--- config.mk ---
export PLATFORM = sky130hd
export DESIGN_NAME = coffee_change_dispenser_flat
export DESIGN_NICKNAME = d
export VERILOG_FILES = /design/src/rtl/coffee_change_if.sv /design/src/rtl/coffee_change_dispenser.sv /design/src/flat_wrapper.sv
export SDC_FILE = /design/constraint.sdc
export NUM_CORES = 1
export LEC_CHECK = 0
export ABC_AREA = 1
export BUFFER_PORTS_ARGS = -buffer_cell sky130_fd_sc_hd__buf_2
export CORE_MARGIN = 3
export CORE_UTILIZATION = 48
export CTS_CLUSTER_DIAMETER = 30
export DETAILED_ROUTE_END_ITERATION = 6
export PLACE_DENSITY = 0.84
export SETUP_SLACK_MARGIN = 0.3
export SYNTH_ARGS = -nofsm -noshare
export SYNTH_HDL_FRONTEND = slang
export SYNTH_SLANG_ARGS = --single-unit
export TNS_END_PERCENT = 50
--- constraint.sdc ---
create_clock -name clk -period 1.75 [get_ports clk]
set_clock_uncertainty 0.15 [all_clocks]
set_input_delay 0.175 -clock clk [delete_from_list [all_inputs] [get_ports clk]]
set_output_delay 0.175 -clock clk [all_outputs]
set_load 0.01 [all_outputs]
--- src/rtl/coffee_change_if.sv ---
// Coin-out handshake bundle between the vending FSM / hopper and the change dispenser.
// master: request side plus hopper acknowledge; slave: the change dispenser.
interface coffee_change_if #(
    parameter int AMT_W = 6
);
    logic             start;
    logic [AMT_W-1:0] bal_in;
    logic             coin_ack;
    logic             busy;
    logic             coin_vld;
    logic [1:0]       coin_sel;
    logic             done;
    logic             err;
    logic [AMT_W-1:0] residual;
    logic [2:0]       coin_count;

    modport master (
        output start, bal_in, coin_ack,
        input  busy, coin_vld, coin_sel, done, err, residual, coin_count
    );

    modport slave (
        input  start, bal_in, coin_ack,
        output busy, coin_vld, coin_sel, done, err, residual, coin_count
    );
endinterface

--- src/rtl/coffee_change_dispenser.sv ---
// Change-return engine: ejects an overpayment balance as coins, largest first,
// through a valid/ack hopper handshake, then reports coin count and residual.
// Optional macro CHANGE_TIMEOUT_EN: abandon a coin the hopper never acknowledges
// after TIMEOUT cycles and finish the transaction with err set.
module coffee_change_dispenser #(
    parameter int AMT_W    = 6,
    parameter int COIN_HI  = 20,
    parameter int COIN_MID = 10,
    parameter int COIN_LO  = 5,
    parameter int TIMEOUT  = 15
) (
    input logic             clk,
    input logic             rst,
    coffee_change_if.slave  bus
);
    localparam logic [1:0] st_idle   = 2'd0;
    localparam logic [1:0] st_select = 2'd1;
    localparam logic [1:0] st_eject  = 2'd2;
    localparam logic [1:0] st_done   = 2'd3;

    localparam logic [AMT_W-1:0] val_hi  = AMT_W'(COIN_HI);
    localparam logic [AMT_W-1:0] val_mid = AMT_W'(COIN_MID);
    localparam logic [AMT_W-1:0] val_lo  = AMT_W'(COIN_LO);

    logic [1:0]       state;
    logic [AMT_W-1:0] rem;
    logic             busy;
    logic             coin_vld;
    logic [1:0]       coin_sel;
    logic             done;
    logic             err;
    logic [AMT_W-1:0] residual;
    logic [2:0]       coin_count;

    logic [1:0]       sel_next;
    logic [AMT_W-1:0] coin_val;

`ifdef CHANGE_TIMEOUT_EN
    localparam int CNT_W = $clog2(TIMEOUT + 1);
    logic [CNT_W-1:0] tmo_cnt;
`endif

    // Greedy denomination choice for the current remaining amount.
    always_comb begin
        sel_next = 2'b00;
        if (rem >= val_hi) begin
            sel_next = 2'b11;
        end else if (rem >= val_mid) begin
            sel_next = 2'b10;
        end else if (rem >= val_lo) begin
            sel_next = 2'b01;
        end
    end

    // Value of the coin currently presented to the hopper.
    always_comb begin
        coin_val = '0;
        case (coin_sel)
            2'b11:   coin_val = val_hi;
            2'b10:   coin_val = val_mid;
            2'b01:   coin_val = val_lo;
            default: coin_val = '0;
        endcase
    end

    // Transaction FSM and all registered outputs.
    always_ff @(posedge clk or negedge rst) begin
        if (!rst) begin
            state      <= st_idle;
            rem        <= '0;
            busy       <= 1'b0;
            coin_vld   <= 1'b0;
            coin_sel   <= 2'b00;
            done       <= 1'b0;
            err        <= 1'b0;
            residual   <= '0;
            coin_count <= 3'd0;
`ifdef CHANGE_TIMEOUT_EN
            tmo_cnt    <= '0;
`endif
        end else begin
            done <= 1'b0;
            case (state)
                st_idle: begin
                    if (bus.start) begin
                        rem        <= bus.bal_in;
                        coin_count <= 3'd0;
                        busy       <= 1'b1;
                        state      <= st_select;
                    end
                end
                st_select: begin
                    if (sel_next != 2'b00) begin
                        coin_sel <= sel_next;
                        coin_vld <= 1'b1;
                        state    <= st_eject;
`ifdef CHANGE_TIMEOUT_EN
                        tmo_cnt  <= '0;
`endif
                    end else begin
                        state <= st_done;
                    end
                end
                st_eject: begin
                    if (bus.coin_ack) begin
                        // Selection guarantees rem >= coin_val, so no underflow.
                        rem        <= rem - coin_val;
                        coin_count <= (coin_count == 3'd7) ? 3'd7 : coin_count + 3'd1;
                        coin_vld   <= 1'b0;
                        coin_sel   <= 2'b00;
                        state      <= st_select;
`ifdef CHANGE_TIMEOUT_EN
                    end else if (tmo_cnt == CNT_W'(TIMEOUT - 1)) begin
                        // Uncollected coin stays in rem, so the residual (and err) reflect it.
                        coin_vld <= 1'b0;
                        coin_sel <= 2'b00;
                        state    <= st_done;
                    end else begin
                        tmo_cnt <= tmo_cnt + 1'b1;
`endif
                    end
                end
                st_done: begin
                    done     <= 1'b1;
                    residual <= rem;
                    err      <= (rem != '0);
                    busy     <= 1'b0;
                    state    <= st_idle;
                end
                default: state <= st_idle;
            endcase
        end
    end

    assign bus.busy       = busy;
    assign bus.coin_vld   = coin_vld;
    assign bus.coin_sel   = coin_sel;
    assign bus.done       = done;
    assign bus.err        = err;
    assign bus.residual   = residual;
    assign bus.coin_count = coin_count;

endmodule

--- src/flat_wrapper.sv ---
// flat-port wrapper written by rule: the top's interface ports become plain ports
module coffee_change_dispenser_flat 
#(
    parameter int AMT_W    = 6,
    parameter int COIN_HI  = 20,
    parameter int COIN_MID = 10,
    parameter int COIN_LO  = 5,
    parameter int TIMEOUT  = 15
)
  (clk, rst, bus_start, bus_bal_in, bus_coin_ack, bus_busy, bus_coin_vld, bus_coin_sel, bus_done, bus_err, bus_residual, bus_coin_count);
  coffee_change_if #(.AMT_W(AMT_W)) bus_i ();
  input logic clk;
  input logic rst;
  input wire logic [$bits(bus_i.start)-1:0] bus_start;
  input wire logic [$bits(bus_i.bal_in)-1:0] bus_bal_in;
  input wire logic [$bits(bus_i.coin_ack)-1:0] bus_coin_ack;
  output wire logic [$bits(bus_i.busy)-1:0] bus_busy;
  output wire logic [$bits(bus_i.coin_vld)-1:0] bus_coin_vld;
  output wire logic [$bits(bus_i.coin_sel)-1:0] bus_coin_sel;
  output wire logic [$bits(bus_i.done)-1:0] bus_done;
  output wire logic [$bits(bus_i.err)-1:0] bus_err;
  output wire logic [$bits(bus_i.residual)-1:0] bus_residual;
  output wire logic [$bits(bus_i.coin_count)-1:0] bus_coin_count;
  assign bus_i.start = bus_start;
  assign bus_i.bal_in = bus_bal_in;
  assign bus_i.coin_ack = bus_coin_ack;
  assign bus_busy = bus_i.busy;
  assign bus_coin_vld = bus_i.coin_vld;
  assign bus_coin_sel = bus_i.coin_sel;
  assign bus_done = bus_i.done;
  assign bus_err = bus_i.err;
  assign bus_residual = bus_i.residual;
  assign bus_coin_count = bus_i.coin_count;
  coffee_change_dispenser #(.AMT_W(AMT_W), .COIN_HI(COIN_HI), .COIN_MID(COIN_MID), .COIN_LO(COIN_LO), .TIMEOUT(TIMEOUT)) u_core (.clk(clk), .rst(rst), .bus(bus_i));
endmodule
# Yosys cells after proc, flatten, opt, wreduce, memory -nomap -nowiden
# Cells that the tools add are included.
# W data, S select, Z words.
# op_classes
addsub,2
order_cmp,3
eq_ne,10
n_mux,24
n_reduce_logical,10
# ops
op,count
$pmux W5 S3,1
$mux W2,6
$mux W6,2
$pmux W6 S2,1
$mux W3,3
$eq A2 B2 Y1 const B,4
$pmux W2 S4,1
$reduce_bool A2 Y1,4
$ge A6 B3 Y1 const B,1
$ge A6 B4 Y1 const B,1
$ge A6 B5 Y1 const B,1
$mux W1,6
$pmux W3 S2,1
$reduce_and A3 Y1,2
$reduce_bool A6 Y1,1
$sub A6 B5 Y6,1
$eq A2 B1 Y1 const B,2
$ne A2 B2 Y1 const B,2
$pmux W1 S2,2
$pmux W2 S2,1
$reduce_and A2 Y1,2
$add A3 B1 Y3 const B,1
$eq A3 B3 Y1 const B,1
$logic_not A2 Y1,1
$ne A2 B1 Y1 const B,1
# word_totals
regBits,23
in_bits,10
output_inout_bits,15
elab_cells,58

# Longest topological paths before layout
# Gate-level depths: netlist of run 1.
# depth
ltp_word,7
mapped_depth,12
depth_no_buf,12

# Worst setup path after synthesis of run 1
# Ideal clock, no wire load.
# synth_timing
kind,flip-flop to flip-flop
start,register u_core.coin_sel[0] (netlist: u_core.bus.coin_sel[0])
end,register u_core.rem[4]
setup_ns,0.129
arrival_time_ns,1.586
required_ns,1.471
path_slack_ns,-0.115
stages_incl_launch_ff,10
n_path_buf,0
path_cell_list,dfrtp_1 inv_1 nor2_1 ha_1 fa_1 nand3b_1 nand3_1 nand2_1 nor2_1 o22ai_1
# synth_between
elab_chain_cells,5
elab_cells_between_ends,7
# synth_lines
item,line,text
from (decl),coffee_change_dispenser.sv:29,logic [1:0] coin_sel;
from (signal assigned),coffee_change_dispenser.sv:94,coin_sel <= sel_next;
$eq A2 B1 Y1 / $eq A2 B2 Y1 (equally long branches),coffee_change_dispenser.sv:58,case (coin_sel)
$pmux W5 S3 (*),coffee_change_dispenser.sv:58,
$sub A6 B5 Y6 (*),coffee_change_dispenser.sv:107,rem <= rem - coin_val;
$mux W6 (*),coffee_change_dispenser.sv:105,if (bus.coin_ack) begin
$pmux W6 S2 (*),coffee_change_dispenser.sv:83,case (state)
to (signal assigned),coffee_change_dispenser.sv:86,rem <= bus.bal_in;
to (signal assigned),coffee_change_dispenser.sv:107,
to (decl),coffee_change_dispenser.sv:26,logic [AMT_W-1:0] rem;
# Every way passes the cells marked *; elsewhere a longest branch is shown, timed or not. The select of a mux whose other input is x is not followed.
# A chain may end at the register's enable or synchronous reset.

# Worst setup path in the final report of run 1
# Ends and elaborated chain as after synthesis.

==> summary.txt, run 1 <==
Status
  • Status: finished, violations left
  • Violated checks: setup timing

Synth
  • Synth top area share: 45.0%
  • Leading area contributor after synthesis: dfrtp_1
  • Syn_nets: 171
  • Synthesis Warnings: 0
  • Cells after Synth: 154
  • Cell with the most instances after synthesis: nand2_1
  • Netlist cell types: 28
  • Avg Inst Size Synth: approximately 8.3 µm²
  • Synth area leaders: dfrtp_1 (45%), nand2_1 (9.7%), o21ai_0 (6.3%)
  • FF+latch count, synth: 23
  • Synthesized area: 0.00128 mm²
  • Number of synthesized flops with an enable pin: 0
  • Most instantiated cells after synthesis: nand2_1 (33), dfrtp_1 (23), inv_1 (18)
  • Fraction of registers with async set or reset after synthesis: 100%
  • Ys flop type: dfrtp_1
  • Seq/Total Area, Yosys: roughly 45%

Worst setup path
  • FF-to-FF setup slack: -60 ps
  • CP max FO: 2
  • Startpoint Class: register
  • CP Class: reg -> reg
  • FF-to-FF Start: u_core.bus.coin_sel[0]
  • R2r worst-path depth: 9
  • Worst R2R End: u_core.rem[4]
  • Required @ worst endpoint: 1830 ps
  • Setup crit end kind: register
  • Worst path arrival time: 1900 ps

Power and ir drop
  • Seq pwr share: 28.4%
  • Peak supply drop: 1.46 mV
  • Combinational Power Share: 63.6%
  • Leakage: 0.834 nW
  • Sw Ratio: 47.0%
  • Clk pwr share: 8.1%
  • Int Pwr: roughly 1.8 mW
  • Sw Pwr: 1.60 mW
  • Pwr dens: 2030 mW/mm²

Die
  • Initial Util: 51.2%
  • Row count: 18
  • Die W: 57.6 µm
  • Die Footprint: ~0.0033 mm²
  • I/O Pins: 25
  • Core Area: 0.00250 mm²
  • Die height: 57.6 µm

Clock tree
  • CTS max path bufs: 2
  • Clock slew at reported path FFs: roughly 140 ps
  • CTS tree: built
  • Root Buffer: clkbuf_4
  • Clock tree sinks: 23
  • Number of H-tree levels: 1
  • Worst skew pair latency: approximately 340 ps
  • Cts bufs inserted: 3

STA
  • Hold Slack: 15.2 ps
  • Max-slew violation count: 0
  • Setup-failing EPs final: 2
  • F_max: roughly 0.55 GHz
  • PnR worst setup slack: -60.8 ps
  • TNS Setup: -70.0 ps
  • Slew Limit Headroom: 65.6%
  • Unrepaired setup endpoints after global routing: true
  • Min cycle time layout: 1810 ps
  • Final period util: 103%
  • Worst-Margin Slew: 515 ps
  • Hold Vio Cnt, Final: 0

Global route
  • First-pass GRT wire length: 5410 µm
  • Congestion Overflow GR: 0
  • Number of global-route vias before repair: 1201
  • Initial antenna violation count: 0
  • Largest net degree at the start of global routing: 24
  • Total track usage: 21.1%

Placed design
  • Routability cong.: 0.875
  • DPL Wire Length: roughly 2300 µm
  • Area post-placement: between 0.001 and 0.0015 mm²
  • Port bufs: 24
  • Place WS: -53.3 ps

Routing
  • Residual DRC: 0
  • Post-route antenna net violation count: 0
  • Avg Vias per Cell: 5.29
  • Routed WL: 3210 µm
  • DR vias: approximately 1200
  • Drt first-iter violations: 53
  • Drt first pass iters: 4
  • Post-DR wirelength/cell: 14.1 µm

Min path
  • Min-delay src: bus_bal_in[2]
  • Hold Path Cell Cnt: 3
  • Worst hold path class: in -> reg
  • Hold Path End: u_core.rem[2]

Job
  • # Max-Cap Violations: 0

Final layout
  • Layout Nets: around 220
  • Fill count: roughly 200
  • Ant. Diodes: 0
  • Fin area: 0.00168 mm²
  • Share of cells above drive strength 1: 36.4%
  • Synthesis-to-layout area growth: 31.4%
-- repair_timing --
item / CTS / global route
pin swaps: 1 / 1
gates cloned: 0 / 0
resized for setup: 10 / 11
hold buffers: 7 / 0
endpoints found under the hold margin: 29 / 0
endpoints found under the setup margin: 9 / 16
buffers inserted: 2 / 1
-- cells in the final DEF, fill, tap and decap left out, types with 7 or more instances in the layout --
cell / Yosys / layout
dfrtp_1: 23 / 21
nor2_1: 10 / 7
buf_2: 0 / 24
buf_4: 0 / 11
nand3_1: 7 / 7
inv_1: 18 / 15
o21ai_0: 16 / 14
dlygate4sd3_1: 0 / 7
nand2_1: 33 / 30
-- flip-flops by register name (all words and copies together), names as in the netlist --
register / count
u_core.bus.residual: 6
u_core.rem: 6
u_core.bus.coin_count: 3
u_core.bus.coin_sel: 2
u_core.state: 2
u_core.bus.busy: 1
u_core.bus.coin_vld: 1
u_core.bus.done: 1
u_core.bus.err: 1
-- layout make-up --
| type | instances | area, µm² | area share (%) |
|---|---|---|---|
| multi-input cells | 107 | 671 | 39.9 |
| well taps | 30 | 37.5 | 2.23 |
| inverters | 21 | 81.3 | 4.84 |
| clock inverters | 1 | 7.51 | 0.446 |
| clock buffers | 3 | 22.5 | 1.34 |
| repair buffers | 43 | 284 | 16.9 |
| flip-flops and latches | 23 | 578 | 34.4 |
-- worst max-delay path by stage --
stage	from	to	slack, ps	cells past startpoint
2_1_floorplan	u_core.bus.coin_sel[1]	u_core.rem[5]	-20	12
3_5_place_dp	u_core.bus.coin_sel[0]	u_core.rem[5]	-50	11
4_1_cts	u_core.bus.coin_sel[0]	u_core.rem[4]	-50	9
5_1_grt	u_core.bus.coin_sel[0]	u_core.rem[4]	-170	9
6_report	u_core.bus.coin_sel[0]	u_core.rem[4]	-60	9
3_3_place_gp	u_core.bus.coin_sel[0]	u_core.rem[4]	-4	9
-- through the flow --
| step | instances | util (%) | power [mW] |
|---|---|---|---|
| after floorplan | 154 | - | 2.24 |
| after global placement | 214 | 59.3 | 2.72 |
| after detailed placement | 214 | 59.3 | 2.83 |
| after CTS | 227 | 65.4 | 3.27 |
| after global routing | 228 | 67.3 | 3.73 |
| final | 228 | 67.3 | 3.41 |
-- critical path, cell delays in order, from the launching register on --
cell and delay [ps]:
dfrtp_1 420, inv_2 70, nor2_2 40, ha_2 180, fa_2 360, nand3b_1 200, nand3_1 100, nand2_1 50
nor2_1 80, o22ai_1 60
-- power by group through the flow --
stage	logic (mW)	registers, mW	clock network (mW)
6_report	2.17	0.968	0.275
5_1_grt	2.43	0.999	0.296
4_1_cts	2.05	0.948	0.276
3_5_place_dp	1.88	0.954	0
3_3_place_gp	1.78	0.936	0
2_1_floorplan	1.23	1.02	0
-- logic make-up (layout without fill, tap and decap cells) --
family	count (synthesis)	count (layout)	synth area share, %
simple gates	64	64	22.7
compound gates	35	35	15.8
buf+inv	24	68	8.41
flops	23	23	45.0
fa+ha+maj	7	7	7.43
xor+xnor	1	1	0.684
-- metal layers --
metal | wire length [µm] | GRT usage, % | vias up
met1 | 1350 | 26.3 | 563
li1 | - | - | 598
met3 | 161 | 4.01 | 11
met2 | 1610 | 36.1 | 34
met4 | 92 | 7.95 | 0
met5 | 0 | 0 | -
Note: power is estimated with default switching activity, not from simulation.
==> run 2, diff against run 1 <==
Settings changed: CORE_UTILIZATION 48 to 58, GPL_TIMING_DRIVEN from default to 0, PLACE_DENSITY 0.84 to 0.93, TNS_END_PERCENT 50 to 1.
Clock period 1.75 ns to 2.1 ns, I/O delays scaled along.
==> summary.txt, run 2 (synthesis results as in run 1) <==
Routing
  • Post-DR wirelength/cell: 14.8 µm
  • DR vias: 1205
  • Routed WL: 3220 µm
  • Post-route antenna net violation count: 0
  • Drt first-iter violations: 16
  • Avg Vias per Cell: 5.53
  • Drt first pass iters: 4
  • Residual DRC: 0

Final layout
  • Largest regs: u_core.bus.residual: 6 flops, u_core.rem: 6 flops, u_core.bus.coin_count: 3 flops
  • Share of cells above drive strength 1: about 29%
  • Fin area: 0.00157 mm²
  • Ant. Diodes: 0
  • Layout Nets: 209
  • Commonest non-fill, non-tap cells in the layout: nand2_1 (33), buf_2 (24), dfrtp_1 (22)
  • Most common cell after layout, fill and taps aside: nand2_1
  • Synthesis-to-layout area growth: 22.5%
  • Fill count: between 100 and 150
  • Fin cells: 218

Power and ir drop
  • Seq pwr share: 31.0%
  • Clk pwr share: 8.2%
  • Pwr dens: about 1700 mW/mm²
  • Combinational Power Share: 60.8%
  • Peak supply drop: 1.06 mV
  • Sw Pwr: 1.30 mW
  • Sw Ratio: 48.3%
  • Leakage: 0.799 nW
  • Int Pwr: 1.39 mW

STA
  • Slew Limit Headroom: 65.6%
  • Setup-failing EPs final: 0
  • Unrepaired setup endpoints after global routing: true
  • TNS Setup: 0 ps
  • Worst-Margin Slew: 516 ps
  • Hold Vio Cnt, Final: 0
  • Max-slew violation count: 0
  • F_max: 0.514 GHz
  • Min cycle time layout: 1950 ps
  • Final period util: 92.7%

Global route
  • Congestion Overflow GR: 0
  • Initial antenna violation count: 0
  • Total track usage: 25.6%
  • First-pass GRT wire length: between 5000 and 6000 µm
  • Number of global-route vias before repair: 1201
  • Largest net degree at the start of global routing: 24

Clock tree
  • Clock tree sinks: 23
  • Root Buffer: clkbuf_4
  • CTS tree: built
  • Clock slew at reported path FFs: about 130 ps
  • Number of H-tree levels: 1
  • CTS max path bufs: 2
  • Cts bufs inserted: 3
  • Worst skew pair latency: 330 ps

Die
  • Row count: 16
  • Initial Util: 63.3%
  • I/O Pins: 25
  • Die height: ~53 µm
  • Core Area: 0.00202 mm²
  • Die Footprint: 0.00281 mm²
  • Die W: 53.0 µm

Status
  • Status: complete, no violations

Placed design
  • Port bufs: 24
  • DP Cell Count: 205
  • Area post-placement: approximately 0.0014 mm²
  • Routability cong.: 0.857
  • DPL Wire Length: 2300 µm

Worst setup path
  • Startpoint Class: register
  • CP max FO: 4
  • Required @ worst endpoint: 2170 ps
  • CP Class: reg -> reg
  • Setup crit end kind: register
  • Worst path arrival time: between 2000 and 2500 ps

Min path
  • Worst hold path class: in -> reg

Job
  • # Max-Cap Violations: 0
## run 2: cell types whose count changed in the layout (fill, tap and decap cells not counted), sizes merged
cell,previous run,this run
dlygate4sd3,7,4
clkbuf,3,5
buf,36,30
## run 2: layout make-up
class / instances / area, µm² / area share (%)
Timing Repair Buffer: 33 / 198 / 12.6
Tap cell: 27 / 33.8 / 2.15
Clock inverter: 1 / 7.51 / 0.479
Sequential cell: 23 / 577 / 36.8
Multi-Input combinational cell: 107 / 622 / 39.7
Buffer: 3 / 28.8 / 1.84
Clock buffer: 3 / 22.5 / 1.44
Inverter: 21 / 78.8 / 5.03
## run 2: final timing paths
| kind | start | to | slack [ps] | cells past startpoint |
|---|---|---|---|---|
| min in group asynchronous | rst | u_core.bus.done | 220 | 2 |
| setup reg to reg | u_core.bus.coin_sel[1] | u_core.rem[4] | 150 | 9 |
| max in group asynchronous | rst | u_core.bus.coin_sel[0] | 1210 | 2 |
| hold reg to reg | u_core.bus.busy | u_core.bus.busy | 350 | 2 |
| hold / removal | bus_bal_in[3] | u_core.rem[3] | 30 | 4 |
| setup / recovery | u_core.bus.coin_sel[1] | u_core.rem[4] | 150 | 9 |
## run 2: metrics by stage
stage	power (mW)	worst slack (ps)	hold WS [ps]	util [%]
after global placement	2.17	262	54.3	71.0
final	2.69	153	29.2	77.5
after detailed placement	2.29	210	62.9	71.0
after CTS	2.55	203	28.6	75.4
after global routing	2.91	113	33.1	77.5
after floorplan	1.87	304	-236	-
## run 2: routing by layer
layer | up-vias | track usage (%) | part of all wire [%]
li1 | 582 | - | -
met1 | 588 | 28.8 | 44
met2 | 32 | 48.3 | 51
met3 | 3 | 3.66 | 4.0
met4 | 0 | 8.94 | 1.2
met5 | - | 0 | 0
## run 2: repair_timing
| item | 4_1_cts | 5_1_grt |
|---|---|---|
| endpoints found under the setup margin | 4 | 5 |
| pin swaps | 1 | 1 |
| gates resized for setup | 1 | 4 |
| hold buffers | 4 | 0 |
| hold endpoints to repair | 26 | 0 |
| setup buffers | 2 | 3 |
## run 2: worst max-delay path, stage by stage, from the launching register on
cell and delay [ps]:
dfrtp_1 430, buf_4 130, nor2_1 50, ha_2 180, fa_2 360, nand3b_1 190
nand3_1 100, nand2_1 60, nor2_1 120, o22ai_1 80
## run 2: power by group through the flow
stage / logic (mW) / registers [mW] / clock network [mW]
floorplan: 1.02 / 0.846 / 0
global placement: 1.37 / 0.803 / 0
detailed placement: 1.47 / 0.818 / 0
CTS: 1.52 / 0.809 / 0.226
global route: 1.82 / 0.850 / 0.241
finish: 1.63 / 0.834 / 0.221
==> run 3, diff against run 2 <==
Settings changed: BUFFER_PORTS_ARGS -buffer_cell sky130_fd_sc_hd__buf_2 to default, DONT_BUFFER_PORTS from default to 1, PLACE_DENSITY 0.93 to 0.84.
==> summary.txt, run 3 (synthesis results as in run 1) <==
Power and ir drop
  • Seq pwr share: 36.8%
  • Int Pwr: roughly 1.3 mW
  • Combinational Power Share: between 50 and 60%
  • Tot Pwr: between 2 and 2.5 mW
  • Pwr dens: 1700 mW/mm²
  • Sw Pwr: 1.19 mW
  • Peak supply drop: 1.20 mV
  • Clk pwr share: 8.4%
  • Leakage: 0.689 nW
  • Sw Ratio: about half

Routing
  • Post-DR wirelength/cell: about 14 µm
  • Routed WL: 2770 µm
  • DR vias: 1079
  • Avg Vias per Cell: approximately 5.6
  • Drt first pass iters: 4
  • Drt first-iter violations: 31
  • Residual DRC: 0
  • Post-route antenna net violation count: 0

STA
  • PnR worst setup slack: 208 ps
  • F_max: 0.529 GHz
  • Hold Vio Cnt, Final: 1
  • Hold Slack: -10.6 ps
  • Max-slew violation count: 0
  • Setup-failing EPs final: 0
  • Unrepaired setup endpoints after global routing: true
  • Worst-Margin Slew: 1020 ps
  • Final period util: 90.1%
  • TNS Setup: 0 ps
  • Slew Limit Headroom: 31.7%
  • Min cycle time layout: 1890 ps

Final layout
  • Fin area: 0.00145 mm²
  • Layout Nets: 184
  • Commonest non-fill, non-tap cells in the layout: nand2_1 (33), dfrtp_1 (21), inv_1 (16), o21ai_0 (16), nor2_1 (9)
  • Share of cells above drive strength 1: 18.1%
  • Most common cell after layout, fill and taps aside: nand2_1
  • Synthesis-to-layout area growth: 13.2%
  • Fin cells: 193
  • Ant. Diodes: 0
  • Largest regs: u_core.bus.residual: 6 flops, u_core.rem: 6 flops, u_core.bus.coin_count: 3 flops
  • Final core occ: 71.7%

Clock tree
  • Post-CTS Hold Buffers: 7
  • Cts bufs inserted: 3
  • Number of H-tree levels: 1
  • Root Buffer: clkbuf_4
  • CTS max path bufs: 2
  • Worst skew pair latency: 310 ps
  • Clock tree sinks: 23
  • CTS tree: built
  • Clock slew at reported path FFs: 130 ps

Worst setup path
  • Setup crit end kind: register
  • Worst Setup SP: u_core.bus.coin_sel[0]
  • Critical Path Max Stage Delay: around 490 ps
  • CP Class: reg -> reg
  • Most frequent CP cell: nor2_1
  • Worst path arrival time: between 1500 and 2000 ps
  • Startpoint Class: register
  • Worst Path Buf+Inv: 1
  • Required @ worst endpoint: 2150 ps
  • Crit-path leading delay family: adder cells
  • CP max FO: 4
  • FF-to-FF Start: u_core.bus.coin_sel[0]
  • Crit-path slowest cell: dfrtp_2
  • Cell Chain, Critical Path: inv_2, nor2_1, ha_2, fa_2, nand3b_1, nand3_1, nand2_1, nor2_1, o22ai_1

Global route
  • Largest net degree at the start of global routing: 24
  • Number of global-route vias before repair: roughly 1100
  • Initial antenna violation count: 0
  • Total track usage: between 20% and 30%
  • Congestion Overflow GR: 0
  • First-pass GRT wire length: 4680 µm

Die
  • Die Footprint: 0.00281 mm²
  • Die W: around 53 µm
  • Row count: 16
  • Die height: 53.0 µm
  • Initial Util: between 60% and 70%
  • Core Area: 0.00202 mm²
  • I/O Pins: 25

Placed design
  • Place WS: around 140 ps
  • DP Cell Count: 181
  • Port bufs: 0
  • Area post-placement: 0.00132 mm²
  • Routability cong.: 0.846
  • DPL Wire Length: approximately 2000 µm

Status
  • Violated checks: hold timing
  • Status: finished, violations left

Job
  • # Max-Cap Violations: 0

Min path
  • Worst hold path class: in -> reg
  • Min-delay src: bus_bal_in[4]
-- run 3: power groups by stage --
stage | combinational [mW] | clock [mW] | sequential (mW)
2_1_floorplan | 1.02 | 0 | 0.846
3_3_place_gp | 1.17 | 0 | 0.889
3_5_place_dp | 1.25 | 0 | 0.899
4_1_cts | 1.29 | 0.211 | 0.893
5_1_grt | 1.54 | 0.231 | 0.931
6_report | 1.34 | 0.207 | 0.905
-- run 3: repair_timing --
item / CTS / global route
setup endpoints to repair: 5 / 5
hold endpoints to repair: 30 / 1
gates resized for setup: 2 / 6
setup buffers: 1 / 0
pin swaps: 0 / 1
-- run 3: layout make-up --
cell class,count,area (µm²)
multi-input cells,107,624
flip-flops and latches,23,578
fillers,152,573
inverters,21,78.8
repair buffers,8,77.6
well taps,27,33.8
plain buffers,3,28.8
clock buffers,3,22.5
clock inverters,1,5.00
-- run 3: per-layer routing --
metal / share of wire (%) / GRT usage, % / vias to the layer above
met2: 49 / 39.9 / 31
met1: 44 / 28.4 / 513
li1: - / - / 533
met5: 0 / 0 / -
met3: 6.3 / 3.38 / 2
met4: 0.83 / 8.94 / 0
-- run 3: path summary, 6_finish.rpt --
| check | end | slack [ps] | cells after the start |
|---|---|---|---|
| worst max-delay path | u_core.rem[4] | 210 | 9 |
| worst min-delay path | u_core.rem[4] | -10 | 2 |
| worst max register to register | u_core.rem[4] | 210 | 9 |
| worst min register to register | u_core.bus.residual[2] | 420 | 2 |
| max in group asynchronous | u_core.bus.coin_sel[1] | 770 | 1 |
| min in group asynchronous | u_core.bus.residual[0] | 360 | 1 |
